[src/rtl/addr_seq_pkg.sv]
// Shared types, defaults and helpers for the flash-address sequencer.
package addr_seq_pkg;

    typedef enum logic [0:0] {RUN, DONE} seq_state_t;

    localparam int unsigned         DEF_WIDTH       = 23;
    localparam logic [22:0]         DEF_MAX_ADDRESS = 23'h7FFFF;
    localparam int unsigned         DEF_STEP_W      = 4;

    // A zero step would stall playback, so it is promoted to one.
    function automatic int unsigned step_clamp(input int unsigned s);
        return (s == 0) ? 1 : s;
    endfunction

endpackage

[src/rtl/rise_detect.sv]
// Registered rising-edge detector for the advance request.
module rise_detect (
    input  logic clk,
    input  logic rst,
    input  logic din,
    output logic rise
);

    logic din_q;

    always_ff @(posedge clk) begin
        if (!rst) begin
            din_q <= 1'b0;
        end else begin
            din_q <= din;
        end
    end

    assign rise = din & ~din_q;

endmodule

[src/rtl/address_sequencer.sv]
// Windowed, stepped flash-address sequencer with loop/one-shot modes.
// Optional ping-pong playback is enabled by defining ADDR_SEQ_PINGPONG_EN.
module address_sequencer
    import addr_seq_pkg::*;
#(
    parameter int unsigned         WIDTH       = DEF_WIDTH,
    parameter logic [WIDTH-1:0]    MAX_ADDRESS = WIDTH'(DEF_MAX_ADDRESS),
    parameter int unsigned         STEP_W      = DEF_STEP_W
) (
    input  logic              clk,
    input  logic              rst,
    input  logic              change,
    input  logic              forward,
    input  logic              load,
    input  logic [WIDTH-1:0]  start_addr,
    input  logic [WIDTH-1:0]  end_addr,
    input  logic [STEP_W-1:0] step,
    input  logic              loop,
`ifdef ADDR_SEQ_PINGPONG_EN
    input  logic              pingpong,
`endif
    output logic [WIDTH-1:0]  address,
    output logic              wrapped,
    output logic              done,
    output logic              dir
);

    localparam int unsigned W1 = WIDTH + 1;

    seq_state_t        state_q, state_d;
    logic [WIDTH-1:0]  addr_q, addr_d;
    logic [WIDTH-1:0]  lo_q, lo_d, hi_q, hi_d;
    logic [STEP_W-1:0] step_q, step_d;
    logic              loop_q, loop_d;
    logic              wrapped_q, wrapped_d;
    logic              done_q, done_d;
    logic              adv, bound_hit, pp_active, rev;

    logic [W1-1:0]     nxt_up;
    logic              up_out, dn_out;
    logic [WIDTH-1:0]  hi_new, lo_new;

    rise_detect u_rise_detect (
        .clk  (clk),
        .rst  (rst),
        .din  (change),
        .rise (adv)
    );

    assign dir = forward ^ rev;

    // Extra bit keeps the bound comparisons free of wrap-around.
    assign nxt_up = {1'b0, addr_q} + W1'(step_q);
    assign up_out = nxt_up > {1'b0, hi_q};
    assign dn_out = {1'b0, addr_q} < ({1'b0, lo_q} + W1'(step_q));

    assign hi_new = (end_addr > MAX_ADDRESS) ? MAX_ADDRESS : end_addr;
    assign lo_new = (start_addr > hi_new) ? hi_new : start_addr;

    always_comb begin
        state_d   = state_q;
        addr_d    = addr_q;
        lo_d      = lo_q;
        hi_d      = hi_q;
        step_d    = step_q;
        loop_d    = loop_q;
        wrapped_d = 1'b0;
        done_d    = done_q;
        bound_hit = 1'b0;
        if (load) begin
            hi_d    = hi_new;
            lo_d    = lo_new;
            step_d  = STEP_W'(step_clamp(32'(step)));
            loop_d  = loop;
            addr_d  = dir ? lo_new : hi_new;
            done_d  = 1'b0;
            state_d = RUN;
        end else if (adv && state_q == RUN) begin
            if (dir ? up_out : dn_out) begin
                bound_hit = 1'b1;
                wrapped_d = 1'b1;
                if (!loop_q) begin
                    addr_d  = dir ? hi_q : lo_q;
                    done_d  = 1'b1;
                    state_d = DONE;
                end else if (pp_active) begin
                    addr_d = dir ? hi_q : lo_q;
                end else begin
                    addr_d = dir ? lo_q : hi_q;
                end
            end else begin
                addr_d = dir ? nxt_up[WIDTH-1:0] : addr_q - WIDTH'(step_q);
            end
        end
    end

    always_ff @(posedge clk) begin
        if (!rst) begin
            state_q   <= RUN;
            addr_q    <= '0;
            lo_q      <= '0;
            hi_q      <= MAX_ADDRESS;
            step_q    <= STEP_W'(1);
            loop_q    <= 1'b1;
            wrapped_q <= 1'b0;
            done_q    <= 1'b0;
        end else begin
            state_q   <= state_d;
            addr_q    <= addr_d;
            lo_q      <= lo_d;
            hi_q      <= hi_d;
            step_q    <= step_d;
            loop_q    <= loop_d;
            wrapped_q <= wrapped_d;
            done_q    <= done_d;
        end
    end

`ifdef ADDR_SEQ_PINGPONG_EN
    logic pp_q, rev_q, rev_d;

    assign pp_active = loop_q & pp_q;
    assign rev       = rev_q;

    always_comb begin
        rev_d = rev_q;
        if (load) begin
            rev_d = 1'b0;
        end else if (bound_hit && pp_active) begin
            rev_d = ~rev_q;
        end
    end

    always_ff @(posedge clk) begin
        if (!rst) begin
            pp_q  <= 1'b0;
            rev_q <= 1'b0;
        end else begin
            if (load) begin
                pp_q <= pingpong;
            end
            rev_q <= rev_d;
        end
    end
`else
    assign pp_active = 1'b0;
    assign rev       = 1'b0;
`endif

    assign address = addr_q;
    assign wrapped = wrapped_q;
    assign done    = done_q;

endmodule
[config.mk]
export PLATFORM = sky130hd
export DESIGN_NAME = address_sequencer
export DESIGN_NICKNAME = d
export VERILOG_FILES = /design/src/rtl/addr_seq_pkg.sv /design/src/rtl/rise_detect.sv /design/src/rtl/address_sequencer.sv
export SDC_FILE = /design/constraint.sdc
export NUM_CORES = 1
export LEC_CHECK = 0
export CORE_MARGIN = 10
export CORE_UTILIZATION = 55
export CTS_CLUSTER_DIAMETER = 100
export DETAILED_ROUTE_END_ITERATION = 7
export PLACE_DENSITY = 0.87
export SLEW_MARGIN = 15
export SYNTH_ARGS = -nofsm -noshare
export SYNTH_HDL_FRONTEND = slang
export SYNTH_SLANG_ARGS = --single-unit
[constraint.sdc]
create_clock -name clk -period 5.5 [get_ports clk]
set_input_delay 1.375 -clock clk [delete_from_list [all_inputs] [get_ports clk]]
set_output_delay 1.375 -clock clk [all_outputs]
set_load 0.05 [all_outputs]
# Word level (Yosys, flattened, before mapping)
# Index checks and enable logic that the tools add are counted.
# totals
rom_bits	0
mem_count	0
latch_bits	0
in_bits	56
out_inout_bits	26
register_bits	77
wordCells	40
ram_bits	0
# op_classes
div_mod_pow	0
n_bitwise	6
n_shift	0
n_addsub	3
n_mux	13
magnitude_cmp	4
n_mul	0
n_reduce_logical	6
eq_ne	0
# ops
operator	n
$mux W23	10
$add A23 B4 Y24	2
$gt A24 B23 Y1	1
$lt A23 B24 Y1	1
$gt A23 B19 Y1 const B	1
$gt A23 B23 Y1	1
$sub A23 B4 Y23	1
$not A1 Y1	5
$logic_not A4 Y1	1
$mux W4	1
$reduce_and A3 Y1	1
$reduce_or A3 Y1	1
$mux W1	2
$reduce_bool A2 Y1	1
$reduce_or A2 Y1	1
$and A1 B1 Y1	1
$logic_and A1 B1 Y1	1

# Logic depth before layout (Yosys ltp)
# Gate-level depths: netlist (run 1).
# logic_depth
ltp_word	6
depth_mapped	21
mapped_depth_nobuf	20

# Cells and area by module
# From an unflattened synthesis (run 1), not the netlist that was laid out.
# unflattened
cells_unflattened	962
area_unflattened_um2	7108.1
# by_module_without_submodules
mod	area_per_inst_um2	n_inst	cells_per_inst
address_sequencer	7068.0	1	959
rise_detect	40.0	1	3

# Least setup slack after synthesis (run 1)
# No wires, ideal clock.
# synth_path
path_type	reg2reg
startpoint	reg addr_q[1], in the netlist address[1]
endpoint	reg addr_q[11], in the netlist address[11]
arrival_ps	4488
stages_incl_launch_ff	17
setup_time_ps	123
path_slack_ps	889
cell_sequence	dfxtp_1 -> ha_1 -> nand2b_1 -> a2111o_1 -> a211oi_4 -> nand3_1 -> xnor2_1 -> ha_1 -> nand4_2 -> nor4_4 -> nand4_2 -> o311a_1 -> a41o_1 -> buf_6 -> or4_4 -> o221ai_2 -> o22ai_1
# synth_between
elab_chain_cells	6
# synth_rtl
element	line	rtl
start, declared	address_sequencer.sv:31	logic [WIDTH-1:0] addr_q, addr_d;
start signal, assigned	address_sequencer.sv:109	addr_q <= addr_d;
$add A23 B4 Y24	address_sequencer.sv:53	assign nxt_up = {1'b0, addr_q} + W1'(step_q);
$gt A24 B23 Y1	address_sequencer.sv:54	assign up_out = nxt_up > {1'b0, hi_q};
$mux W1	address_sequencer.sv:79	if (dir ? up_out : dn_out) begin
$mux W23 *	address_sequencer.sv:79	
$mux W23 *	address_sequencer.sv:78	end else if (adv && state_q == RUN) begin
$mux W23 *	address_sequencer.sv:70	if (load) begin
# Mark *: on every way between the ends. The rest lies on a longest branch, timed or not. The select of a mux whose other input is x is not followed.
# A chain may end at the register's enable or synchronous reset.

# Final worst setup path (run 1)
# layout_path
startpoint	reg step_q[1]
endpoint	reg addr_q[8], in the netlist address[8]
# layout_between
elab_chain_cells	6
# layout_rtl
element	line	rtl
start, declared	address_sequencer.sv:33	logic [STEP_W-1:0] step_q, step_d;
start signal, assigned	address_sequencer.sv:112	step_q <= step_d;
$add A23 B4 Y24 (on tied branches)	address_sequencer.sv:55, address_sequencer.sv:53	
$lt A23 B24 Y1 / $gt A24 B23 Y1 (equally long branches)	address_sequencer.sv:55, address_sequencer.sv:54	
$mux W1	address_sequencer.sv:79	
$mux W23 *	address_sequencer.sv:79	
$mux W23 *	address_sequencer.sv:78	
$mux W23 *	address_sequencer.sv:70	
# Marked as above.

==> metrics.txt, run 1 <==
CP Cell Sequence inv_1, ha_1, nand2b_1, a2111o_1, a211oi_4, nand3_1, xnor2_1, ha_1, nand4_2, nor4_4, nand4_2, o311a_1, a41o_1, nor3_4, buf_4, mux2i_1, o211a_1; number of max-cap violations 0; Synth area leaders dfxtp_1 (21%), ha_1 (13%), nand2_1 (6.0%); Syn. warnings 0; Final nets 1176; Die H 136.5 um; worst slack, placed 0.4883 ns; number of fill cells 1086; PD cells 240.3 nW/um^2; Routed Antenna Nets 0; Synth cell types 81; worst-margin pin slew 1.260 ns; area growth from synthesis to layout 15.83%; largest area contributor in the netlist dfxtp_1; number of iterations in the first detailed-routing pass 6; relative slew slack 0.1598; maximum clock rate 0.1969 GHz; Vias per Instance 6.548; Synth top cells by count nand2_1 (120), nor2_1 (91), ha_1 (80); Worst EP arrival 5.37 ns; clk buf depth 2; Hold WC Path Type flop to flop; Initial Util 0.5616; crit-path max cell delay 0.50 ns; Cell Area, Synth 7467 um^2; crit start category flop; worst skew pair latency 0.34 ns; crit path kind flop to flop; clock root buffer clkbuf_16; Async S/R FF share, synth 0; Lkg Pwr 0.003607 uW; first-pass GRT wire length 38490 um; ys flop type dfxtp_1; worst-case clock skew 0.008558 ns; maximum vdd drop 142.1 uV; crit path max fanout 13; final setup vio count 0; TritonCTS clock tree built; number of cell rows 42; RSZ-0062 raised after global routing false; fin worst setup slack 0.4209 ns; Final GP Congestion 0.9563; routed wire length 24190 um; port bufs 81; Die W 136.5 um; antenna diode count 0; placed cells 1202; setup bufs post-CTS 0; period utilization 0.9235; TNS Setup 0 ns; CP top delay family compound AO/OA/AOI/OAI gates; area share of the largest cell type after synthesis 0.2064; share of cells above drive strength 1 0.06142; post-synthesis instance total 986; clk slew on worst S/H paths 0.06 ns; most frequent cell after synthesis nand2_1; status complete, no violations; die area 18640 um^2; hold buffers post-CTS 0; Slowest cell on crit path a2111o_1; largest net degree at the start of global routing 79; Remaining DRCs 0; via count 7976; DRT iter0 DRCs 1111; routed len/inst 19.86 um; Post-DP HPWL 18350 um; core footprint 13300 um^2; pins over their slew limit 0; GRT Overall Usage 0.2536; io pins 82; initial antenna violation count 0; Syn Area/Cell 7.573 um^2; vias in the first global route 7270; Num CTS Buffers 9; Buffers & Inverters on Critical Path 2; total gr overflow 0; Tmin final 5.079 ns; Final Hold Violating Endpoints 0; Worst Setup End Kind flop; Yosys reg bits 77; final cell count without fillers 1218; Post-CTS Resized 0; critical path required time 5.79 ns; H-tree depth 3; final core area utilization 0.6506; number of flops mapped to enable cells by yosys 0; Seq/Total Area, Yosys 0.2064; Num Clock Sinks 77
==> state kept, by name, summed over array words and instances (netlist names) <==
register and flops:
address 23, done 1, hi_q 23, lo_q 23, loop_q 1, step_q 4
u_rise_detect.din_q 1, wrapped 1
==> area by class of cell <==
type	count	area, um^2	area share
multi-input combinational	797	5428	0.6275
sequential	77	1541	0.1782
timing repair buffer	105	985.9	0.1140
clock buffer	9	225.2	0.02604
tap	176	220.2	0.02546
inverter	47	176.4	0.02040
clock inverter	7	72.57	0.008390
==> routing by layer <==
layer / part of all wire / up-vias / global-route usage
met5: 0 / - / 0
met2: 0.43 / 553 / 0.3764
met3: 0.12 / 67 / 0.05535
met4: 0.030 / 0 / 0.08521
li1: - / 3711 / -
met1: 0.42 / 3645 / 0.3538
==> final timing paths <==
check,startpoint,to,slack [ns],depth (start not counted)
worst max-delay path,step_q[1],address[8],0.42,17
worst min-delay path,hi_q[14],hi_q[14],0.48,2
worst max register to register,step_q[1],address[8],0.42,17
worst min register to register,hi_q[14],hi_q[14],0.48,2
==> cells in the final DEF, fill, tap and decap left out, types with 7 or more instances in the layout <==
cell type,n
a211oi_1,11
a21oi_1,74
a31oi_1,8
and3_1,14
buf_4,24
clkbuf_16,9
clkdlybuf4s50_1,80
dfxtp_1,77
ha_1,80
inv_1,46
mux2i_1,22
nand2_1,120
nand2b_1,8
nand3_1,43
nand4_1,14
nor2_1,91
nor3_1,17
nor4_1,17
o211a_1,7
o211ai_1,44
o21a_1,10
o21ai_0,42
o311a_1,9
xnor2_1,35
xor2_1,17
==> per-stage QoR <==
stage / instance area, um^2 / hold slack [ns] / total power [uW]
floorplan: 7478 / 0.4426 / 1198
global placement: 8352 / 0.4565 / 1420
detailed placement: 8352 / 0.4681 / 1438
CTS: 8650 / 0.4806 / 2043
global route: 8650 / 0.4942 / 2161
finish: 8650 / 0.4824 / 2078
==> cells by family (layout without fill, tap and decap cells) <==
| group | after synthesis | count (layout) | share of synthesized area |
|---|---|---|---|
| xor+xnor | 53 | 53 | 0.06216 |
| mux | 23 | 23 | 0.03100 |
| fa+ha+maj | 83 | 83 | 0.1421 |
| other cells | 1 | 4 | 0.0005022 |
| buf+inv | 115 | 168 | 0.06920 |
| flops | 77 | 77 | 0.2064 |
| simple gates | 365 | 365 | 0.2391 |
| compound gates | 269 | 269 | 0.2495 |
==> where the power goes <==
| part | internal (uW) | switching [uW] |
|---|---|---|
| combinational | 314 | 475 |
| clock | 353 | 261 |
| sequential | 595 | 79.5 |
==> worst reg2reg max path, stage by stage, from the launching register on <==
cell and delay (ns):
dfxtp_1 0.48, inv_1 0.13, ha_1 0.32, nand2b_1 0.17, a2111o_1 0.50, a211oi_4 0.42
nand3_1 0.15, xnor2_1 0.16, ha_1 0.32, nand4_2 0.15, nor4_4 0.36, nand4_2 0.18
o311a_1 0.19, a41o_1 0.37, nor3_4 0.35, buf_4 0.30, mux2i_1 0.30, o211a_1 0.18
Power figures use the tool's default switching activity.
==> run 2, diff against run 1 <==
- CTS_BUF_LIST: unset -> sky130_fd_sc_hd__clkbuf_16
==> results of run 2 <==
No change in the layout: final DEF, timing and power equal those of run 1.
==> run 3, diff against run 2 <==
- HOLD_SLACK_MARGIN: unset -> 0.1
==> results of run 3 <==
No change in the layout: final DEF, timing and power equal those of run 1.
